===== config.mk =====
export PLATFORM = sky130hd
export DESIGN_NAME = sys_ram_dma
export DESIGN_NICKNAME = d
export VERILOG_FILES = /design/src/rtl/sys_ram_pkg.sv /design/src/rtl/sys_ram_dma.sv
export SDC_FILE = /design/constraint.sdc
export NUM_CORES = 1
export LEC_CHECK = 0
export BUFFER_PORTS_ARGS = -buffer_cell sky130_fd_sc_hd__buf_2
export CORE_MARGIN = 1.5
export CORE_UTILIZATION = 43
export CTS_CLUSTER_DIAMETER = 100
export DETAILED_ROUTE_END_ITERATION = 8
export GPL_ROUTABILITY_DRIVEN = 0
export MAX_ROUTING_LAYER = met4
export PLACE_DENSITY = 0.88
export SLEW_MARGIN = 20
export SYNTH_ARGS = -nofsm -noshare
export SYNTH_HDL_FRONTEND = slang
export SYNTH_SLANG_ARGS = --single-unit
export TNS_END_PERCENT = 100

===== constraint.sdc =====
create_clock -name clk -period 2.6 [get_ports clk]
set_input_delay 0.52 -clock clk [delete_from_list [all_inputs] [get_ports clk]]
set_output_delay 0.52 -clock clk [all_outputs]
set_load 0.005 [all_outputs]

===== src/rtl/sys_ram_pkg.sv =====
// Shared constants and FSM state encoding for the sys_ram_dma stream/RAM mover.
package sys_ram_pkg;

  localparam int unsigned SYS_RAM_ADDR_W = 15;
  localparam int unsigned SYS_RAM_DATA_W = 32;
  localparam int unsigned SYS_RAM_LEN_W  = 16;

  typedef enum logic [2:0] {
    ST_IDLE     = 3'd0,
    ST_WR       = 3'd1,
    ST_RD_ISSUE = 3'd2,
    ST_RD_DATA  = 3'd3,
    ST_DONE     = 3'd4
  } state_t;

endpackage


===== src/rtl/sys_ram_dma.sv =====
// DMA between a valid/ready word stream and a latency-1 on-chip RAM slave.
// Optional XOR checksum of transferred words: define SYS_RAM_DMA_CHECKSUM_EN.
module sys_ram_dma
  import sys_ram_pkg::*;
#(
  parameter int unsigned ADDR_W = SYS_RAM_ADDR_W,
  parameter int unsigned DATA_W = SYS_RAM_DATA_W,
  parameter int unsigned LEN_W  = SYS_RAM_LEN_W
) (
  input  logic                clk,
  input  logic                reset,
  input  logic                start,
  input  logic                dir,
  input  logic [ADDR_W-1:0]   base,
  input  logic [LEN_W-1:0]    len,
  output logic                busy,
  output logic                done,
  input  logic                abort,
  input  logic                wr_valid,
  output logic                wr_ready,
  input  logic [DATA_W-1:0]   wr_data,
  output logic                rd_valid,
  input  logic                rd_ready,
  output logic [DATA_W-1:0]   rd_data,
  output logic [ADDR_W-1:0]   address,
  output logic [DATA_W/8-1:0] byteenable,
  output logic                chipselect,
  output logic                clken,
  output logic                write,
  output logic [DATA_W-1:0]   writedata,
  input  logic [DATA_W-1:0]   readdata
`ifdef SYS_RAM_DMA_CHECKSUM_EN
  ,
  output logic [DATA_W-1:0]   csum
`endif
);

  state_t            r_state;
  state_t            w_next;
  logic [ADDR_W-1:0] r_addr;
  logic [ADDR_W-1:0] w_addr_nxt;
  logic [LEN_W-1:0]  r_cnt;
  logic [LEN_W-1:0]  w_cnt_nxt;

  // State, current word address and remaining word count.
  always_ff @(posedge clk or posedge reset) begin
    if (reset) begin
      r_state <= ST_IDLE;
      r_addr  <= '0;
      r_cnt   <= '0;
    end else begin
      r_state <= w_next;
      r_addr  <= w_addr_nxt;
      r_cnt   <= w_cnt_nxt;
    end
  end

  assign busy       = (r_state != ST_IDLE);
  assign done       = (r_state == ST_DONE);
  assign byteenable = '1;

  // Next state plus same-cycle RAM and stream handshake.
  always_comb begin
    w_next     = r_state;
    w_addr_nxt = r_addr;
    w_cnt_nxt  = r_cnt;
    wr_ready   = 1'b0;
    rd_valid   = 1'b0;
    rd_data    = '0;
    address    = r_addr;
    chipselect = 1'b0;
    clken      = 1'b0;
    write      = 1'b0;
    writedata  = '0;

    case (r_state)
      ST_IDLE: begin
        if (start) begin
          w_addr_nxt = base;
          w_cnt_nxt  = len;
          if (len == '0) begin
            w_next = ST_DONE;
          end else if (dir) begin
            w_next = ST_RD_ISSUE;
          end else begin
            w_next = ST_WR;
          end
        end
      end

      ST_WR: begin
        wr_ready = 1'b1;
        if (abort) begin
          w_next = ST_DONE;
        end else if (wr_valid) begin
          chipselect = 1'b1;
          clken      = 1'b1;
          write      = 1'b1;
          writedata  = wr_data;
          w_addr_nxt = r_addr + ADDR_W'(1);
          w_cnt_nxt  = r_cnt - LEN_W'(1);
          if (r_cnt == LEN_W'(1)) begin
            w_next = ST_DONE;
          end
        end
      end

      ST_RD_ISSUE: begin
        if (abort) begin
          w_next = ST_DONE;
        end else begin
          chipselect = 1'b1;
          clken      = 1'b1;
          w_next     = ST_RD_DATA;
        end
      end

      // readdata belongs to r_addr; an accepted beat fetches the next word at once.
      ST_RD_DATA: begin
        rd_valid = 1'b1;
        rd_data  = readdata;
        if (abort) begin
          w_next = ST_DONE;
        end else if (rd_ready) begin
          w_addr_nxt = r_addr + ADDR_W'(1);
          w_cnt_nxt  = r_cnt - LEN_W'(1);
          if (r_cnt == LEN_W'(1)) begin
            w_next = ST_DONE;
          end else begin
            chipselect = 1'b1;
            clken      = 1'b1;
            address    = w_addr_nxt;
          end
        end
      end

      ST_DONE: begin
        w_next = ST_IDLE;
      end

      default: begin
        w_next = ST_IDLE;
      end
    endcase
  end

`ifdef SYS_RAM_DMA_CHECKSUM_EN
  logic              w_load;
  logic              w_wr_beat;
  logic              w_rd_beat;
  logic [DATA_W-1:0] r_csum;

  assign w_load    = (r_state == ST_IDLE) && start;
  assign w_wr_beat = (r_state == ST_WR) && wr_valid && !abort;
  assign w_rd_beat = (r_state == ST_RD_DATA) && rd_ready && !abort;

  // Running XOR of every word that crossed the stream interface.
  always_ff @(posedge clk or posedge reset) begin
    if (reset) begin
      r_csum <= '0;
    end else if (w_load) begin
      r_csum <= '0;
    end else if (w_wr_beat) begin
      r_csum <= r_csum ^ wr_data;
    end else if (w_rd_beat) begin
      r_csum <= r_csum ^ readdata;
    end
  end

  assign csum = r_csum;
`endif

endmodule

### Yosys cells after proc, flatten, opt, wreduce, memory -nomap -nowiden

Cells that the tools add are included.

| word-level totals | value |
|---|---|
| latch bits | 0 |
| bits in writable memories | 0 |
| output and inout port bits | 90 |
| word-level logic and storage cells | 63 |
| bits in registers | 34 |
| bits in read-only memories | 0 |
| bits of input ports | 102 |
| memories | 0 |

| operators by class | value |
|---|---|
| shift operators | 0 |
| equality and inequality tests | 12 |
| $add $sub $neg | 2 |
| reductions and logical operators | 6 |
| bitwise gates (word level) | 0 |
| muxes and demuxes | 40 |
| order comparisons | 0 |
| multipliers | 0 |
| div/mod/pow operators | 0 |

Operator list:

| kind | count |
|---|---|
| 15-bit two-way mux | 9 |
| 32-bit two-way mux | 4 |
| 16-bit two-way mux | 5 |
| 16-bit one-hot mux with 3 select lines | 1 |
| 15-bit one-hot mux with 3 select lines | 1 |
| 3-bit two-way mux | 8 |
| 16-bit by 1-bit == test with 1-bit output (second input constant) | 1 |
| 16-bit logical NOT | 1 |
| 16-bit by 1-bit subtractor with 16-bit output (second input constant) | 1 |
| 15-bit by 1-bit adder with 15-bit output (second input constant) | 1 |
| 3-bit one-hot mux with 4 select lines | 1 |
| 2-bit != test (second input constant) | 5 |
| 1-bit two-way mux | 9 |
| 3-bit by 2-bit == test with 1-bit output (second input constant) | 2 |
| 3-bit != test (second input constant) | 2 |
| 6-bit AND reduction | 1 |
| 3-bit nonzero test | 2 |
| 3-bit by 1-bit == test with 1-bit output (second input constant) | 1 |
| 3-bit == test (second input constant) | 1 |
| 3-bit logical NOT | 1 |
| 1-bit one-hot mux with 3 select lines | 1 |
| 3-bit AND reduction | 1 |
| 2-bit two-way mux | 1 |

### Depth between registers and ports, before layout

| logic depth | value |
|---|---|
| depth after elaboration | 5 |
| mapped depth | 8 |
| mapped depth without buffers | 7 |

### Worst setup path before layout

OpenSTA, ideal clock, no wires.

| timing path | value |
|---|---|
| kind | register -> output |
| start | register r_cnt[7] |
| end | output port address[1] |
| path buffers | 1 |
| path slack | 175 ps |
| required time | 2080 ps |
| stages on the path, launching flop included | 6 |
| data arrival time | 1905 ps |
| path through | dfrtp_1 > or4_4 > nor4_4 > a211o_1 > buf_4 > mux2_2 |

| between the ends | value |
|---|---|
| cells in the longest elaborated chain, start to end | 5 |

Ends and longest elaborated chain:

| what | line | RTL |
|---|---|---|
| start: declaration | sys_ram_dma.sv:42 | `logic [LEN_W-1:0] r_cnt;` |
| start signal: assignment | sys_ram_dma.sv:54 | `r_cnt <= w_cnt_nxt;` |
| 16-bit by 1-bit == test with 1-bit output | sys_ram_dma.sv:127 | `if (r_cnt == LEN_W'(1)) begin` |
| 15-bit two-way mux | sys_ram_dma.sv:127 |  |
| 15-bit two-way mux | sys_ram_dma.sv:124 | `end else if (rd_ready) begin` |
| 15-bit two-way mux | sys_ram_dma.sv:122 | `if (abort) begin` |
| 15-bit two-way mux | sys_ram_dma.sv:76 | `case (r_state)` |
| end: declaration | sys_ram_dma.sv:25 | `output logic [ADDR_W-1:0] address,` |

No other way between the ends.

### Final worst setup path

| timing path | value |
|---|---|
| start | register r_cnt[8] |
| end | output port address[1] |

The elaborated chain is that of the path after synthesis.

==> impl_metrics.tcl <==
set metrics [dict create \
    core_region_area_mm2 0.00642 \
    num-fill-cells 527 \
    drt_iter0_drc 310 \
    worst_pin_slew_ps 543 \
    vias_per_cell 5.79 \
    placed_cells_incl_taps 637 \
    crit_slowest_cell "or4_4" \
    initial_core_util_pct 45.1 \
    violations "design-rule violations, negative setup slack" \
    holdCritPathClass "in2async" \
    hpwl_um 7700 \
    final_core_util_pct 65.7 \
    yosysWarnings 0 \
    hold_violations 0 \
    clk-insertion-delay-late_ps 290 \
    yosysUniqueCellTypes 50 \
    rsz0062_at_grt "yes" \
    instances_no_fill 650 \
    setup.worst_path.class "reg2out" \
    cp_slowest_stage_delay_ps 560 \
    clockRootBuffer "clkbuf_8" \
    port_buffers 187 \
    setup_ws_ps -120 \
    arrival_ps 2200 \
    critPathRequiredTime_ps 2080 \
    wl_um 10600 \
    power_density_mw_per_mm2 908 \
    ioPinCount 192 \
    cts_tree "done" \
    overflow 0 \
    drt-wirelength-per-cell_um 16.4 \
    worstPathBufferInverterCount 2 \
    n_antenna_cell 0 \
    finalSetupViolCount 9 \
    yosys-top-cells-area "dfrtp_1 29%, and3_1 7.3%, and2_1 7.1%" \
    clk_pin_slew_ps 80 \
    slew_viol_final 0 \
    yosysTopAreaCell "dfrtp_1" \
    vdd_drop_max_mv 0.515 \
    slew_headroom_pct 63.4 \
    die-width_um 85.1 \
    synth-edff-count 0 \
    final_layout_size_suffix_gt1_share_pct 43.6 \
    die_h_um 85.1 \
    skew_ps 13.6 \
    clockBufferDepth 2 \
    syn2layout_area_growth_pct 45.6 \
    path_cells "or4_4, nor4_4, a211o_1, buf_4, mux2_4, buf_2" \
    crit_family "simple AND/OR/NAND/NOR gates" \
    rows 29 \
    clock_sinks 34 \
    grt_max_degree 49 \
    antenna_found_initial 0 \
    netlist_instances 384 \
    drtPass1Iterations 7 \
    grt_pass1_vias 3341 \
    ys.flop_type "dfrtp_1" \
    status "finished with violations" \
    max_freq_mhz 368 \
    die_area_mm2 0.00724 \
    cts_hold_buf 0 \
    period_minus_slack_ps 2720 \
    syn-cell-area_mm2 0.00290 \
    htree_levels 2 \
    path_max_fanout 2 \
    vias 3761 \
    async_flop_share_pct 100 \
    startpoint_type "flip-flop" \
    drc 17 \
    p_leak_nw 2.26 \
    max_cap_violations 0 \
    detail-route-antenna-nets 0 \
    numCtsBuffers 5 \
    end_kind "output pin" \
    synthDominantCellAreaShare_pct 29.4 \
    ys_seq_area_share_pct 29.4 \
    fin_nets 679 \
    grt_usage_pct 28.1 \
    synth_area_per_cell_um2 7.54 \
    synth_seq_cells 34 \
    grt_pass1_wl_um 16100 \
    period_share_pct 105 \
]
==> registers in the layout, indices dropped and copies added, names as in the netlist <==
| signal | flops |
|---|---|
| r_cnt | 16 |
| r_addr | 15 |
| r_state | 3 |
==> cells by family (layout without fill, tap and decap cells) <==
logic type	after synthesis	after routing	synth area share, %
compound gates	101	101	22.1
other cells	1	4	0.129
xor+xnor	14	14	4.23
mux	4	4	1.51
simple gates	184	185	34.9
flops	34	34	29.4
fa+ha+maj	3	3	1.30
buf+inv	43	228	6.44
==> per-stage QoR <==
step	TNS (ps)	hold WS (ps)	instance area, µm²	power, mW	setup WS [ps]
CTS	-206	347	4080	3.69	-48.5
global route	-1700	371	4220	4.10	-197
detailed placement	0	530	3960	3.27	109
floorplan	0	488	2910	2.50	175
finish	-385	332	4220	3.83	-120
global placement	0	504	3960	3.16	162
==> tightest hold or removal path, stage by stage <==
cell and delay [ps]:
buf_2 90, inv_1 50, buf_4 390
==> layer usage <==
layer  vias up  GRT usage, %  part of all wire [%]
met5         -             -                     0
met4         0          8.20                   2.1
met3        27          3.60                   7.9
met2       211          45.6                    50
met1      1770          36.8                    40
li1       1753             -                     -
==> layout by cell type (no fill, tap or decap), types with 6 or more instances in the layout <==
cell	Yosys	layout
a21oi_1	25	25
a22oi_1	8	8
a2bb2oi_1	9	9
and2_1	33	33
and3_1	34	34
buf_2	2	187
buf_4	6	27
clkbuf_8	0	6
dfrtp_1	34	34
inv_1	7	7
nand2_1	21	21
nand3_1	15	9
nand4_1	6	6
nor2_1	42	39
nor4_1	7	7
o21ai_0	28	28
o22ai_1	9	9
xnor2_1	9	7
==> timing repair <==
| action | 4_1_cts | 5_1_grt |
|---|---|---|
| pin swaps | 3 | 1 |
| resized for setup | 5 | 18 |
| buffers inserted | 2 | 6 |
| endpoints found under the setup margin | 17 | 17 |
| cloned | 0 | 1 |
==> final cells by class <==
class / instances / area (µm²) / share of cell area, %
inverters: 7 / 26.3 / 0.623
clock buffers: 6 / 82.6 / 1.96
well taps: 77 / 96.3 / 2.28
repair buffers: 215 / 1150 / 27.3
flip-flops and latches: 34 / 851 / 20.2
multi-input cells: 311 / 2010 / 47.7
==> Yosys cell counts (all sizes together), types with 4 or more instances <==
library cell	instances
dfrtp	34
a2bb2oi	9
o21ai	29
o2bb2ai	4
o22ai	9
and2	33
nand3	15
nand2	22
buf	10
nand4	6
a21oi	25
xnor2	9
nor3	6
and3	34
or4	4
nor2	42
a22oi	8
xor2	5
clkbuf	26
inv	7
nor4	8
==> power by group <==
group | switching [mW] | internal [mW] | total, mW | leakage [nW]
combinational | 1.25 | 1.04 | 2.28 | 1.82
sequential | 0.359 | 0.795 | 1.15 | 0.400
clock | 0.188 | 0.204 | 0.392 | 0.0431
total | 1.80 | 2.03 | 3.83 | 2.26
==> path summary, 6_finish.rpt <==
check	from	end	slack [ps]	cells after the start
max	r_cnt[8]$_DFFE_PP0P_	address[1]	-120	6
min	reset	r_addr[13]$_DFFE_PP0P_	330	3
max reg2reg	r_cnt[8]$_DFFE_PP0P_	r_state[1]$_DFFE_PP0P_	390	7
min reg2reg	r_addr[14]$_DFFE_PP0P_	r_addr[14]$_DFFE_PP0P_	550	1
max in group asynchronous	reset	r_cnt[4]$_DFFE_PP0P_	1930	3
min in group clk	base[1]	r_addr[1]$_DFFE_PP0P_	490	3
Power figures use the tool's default switching activity.
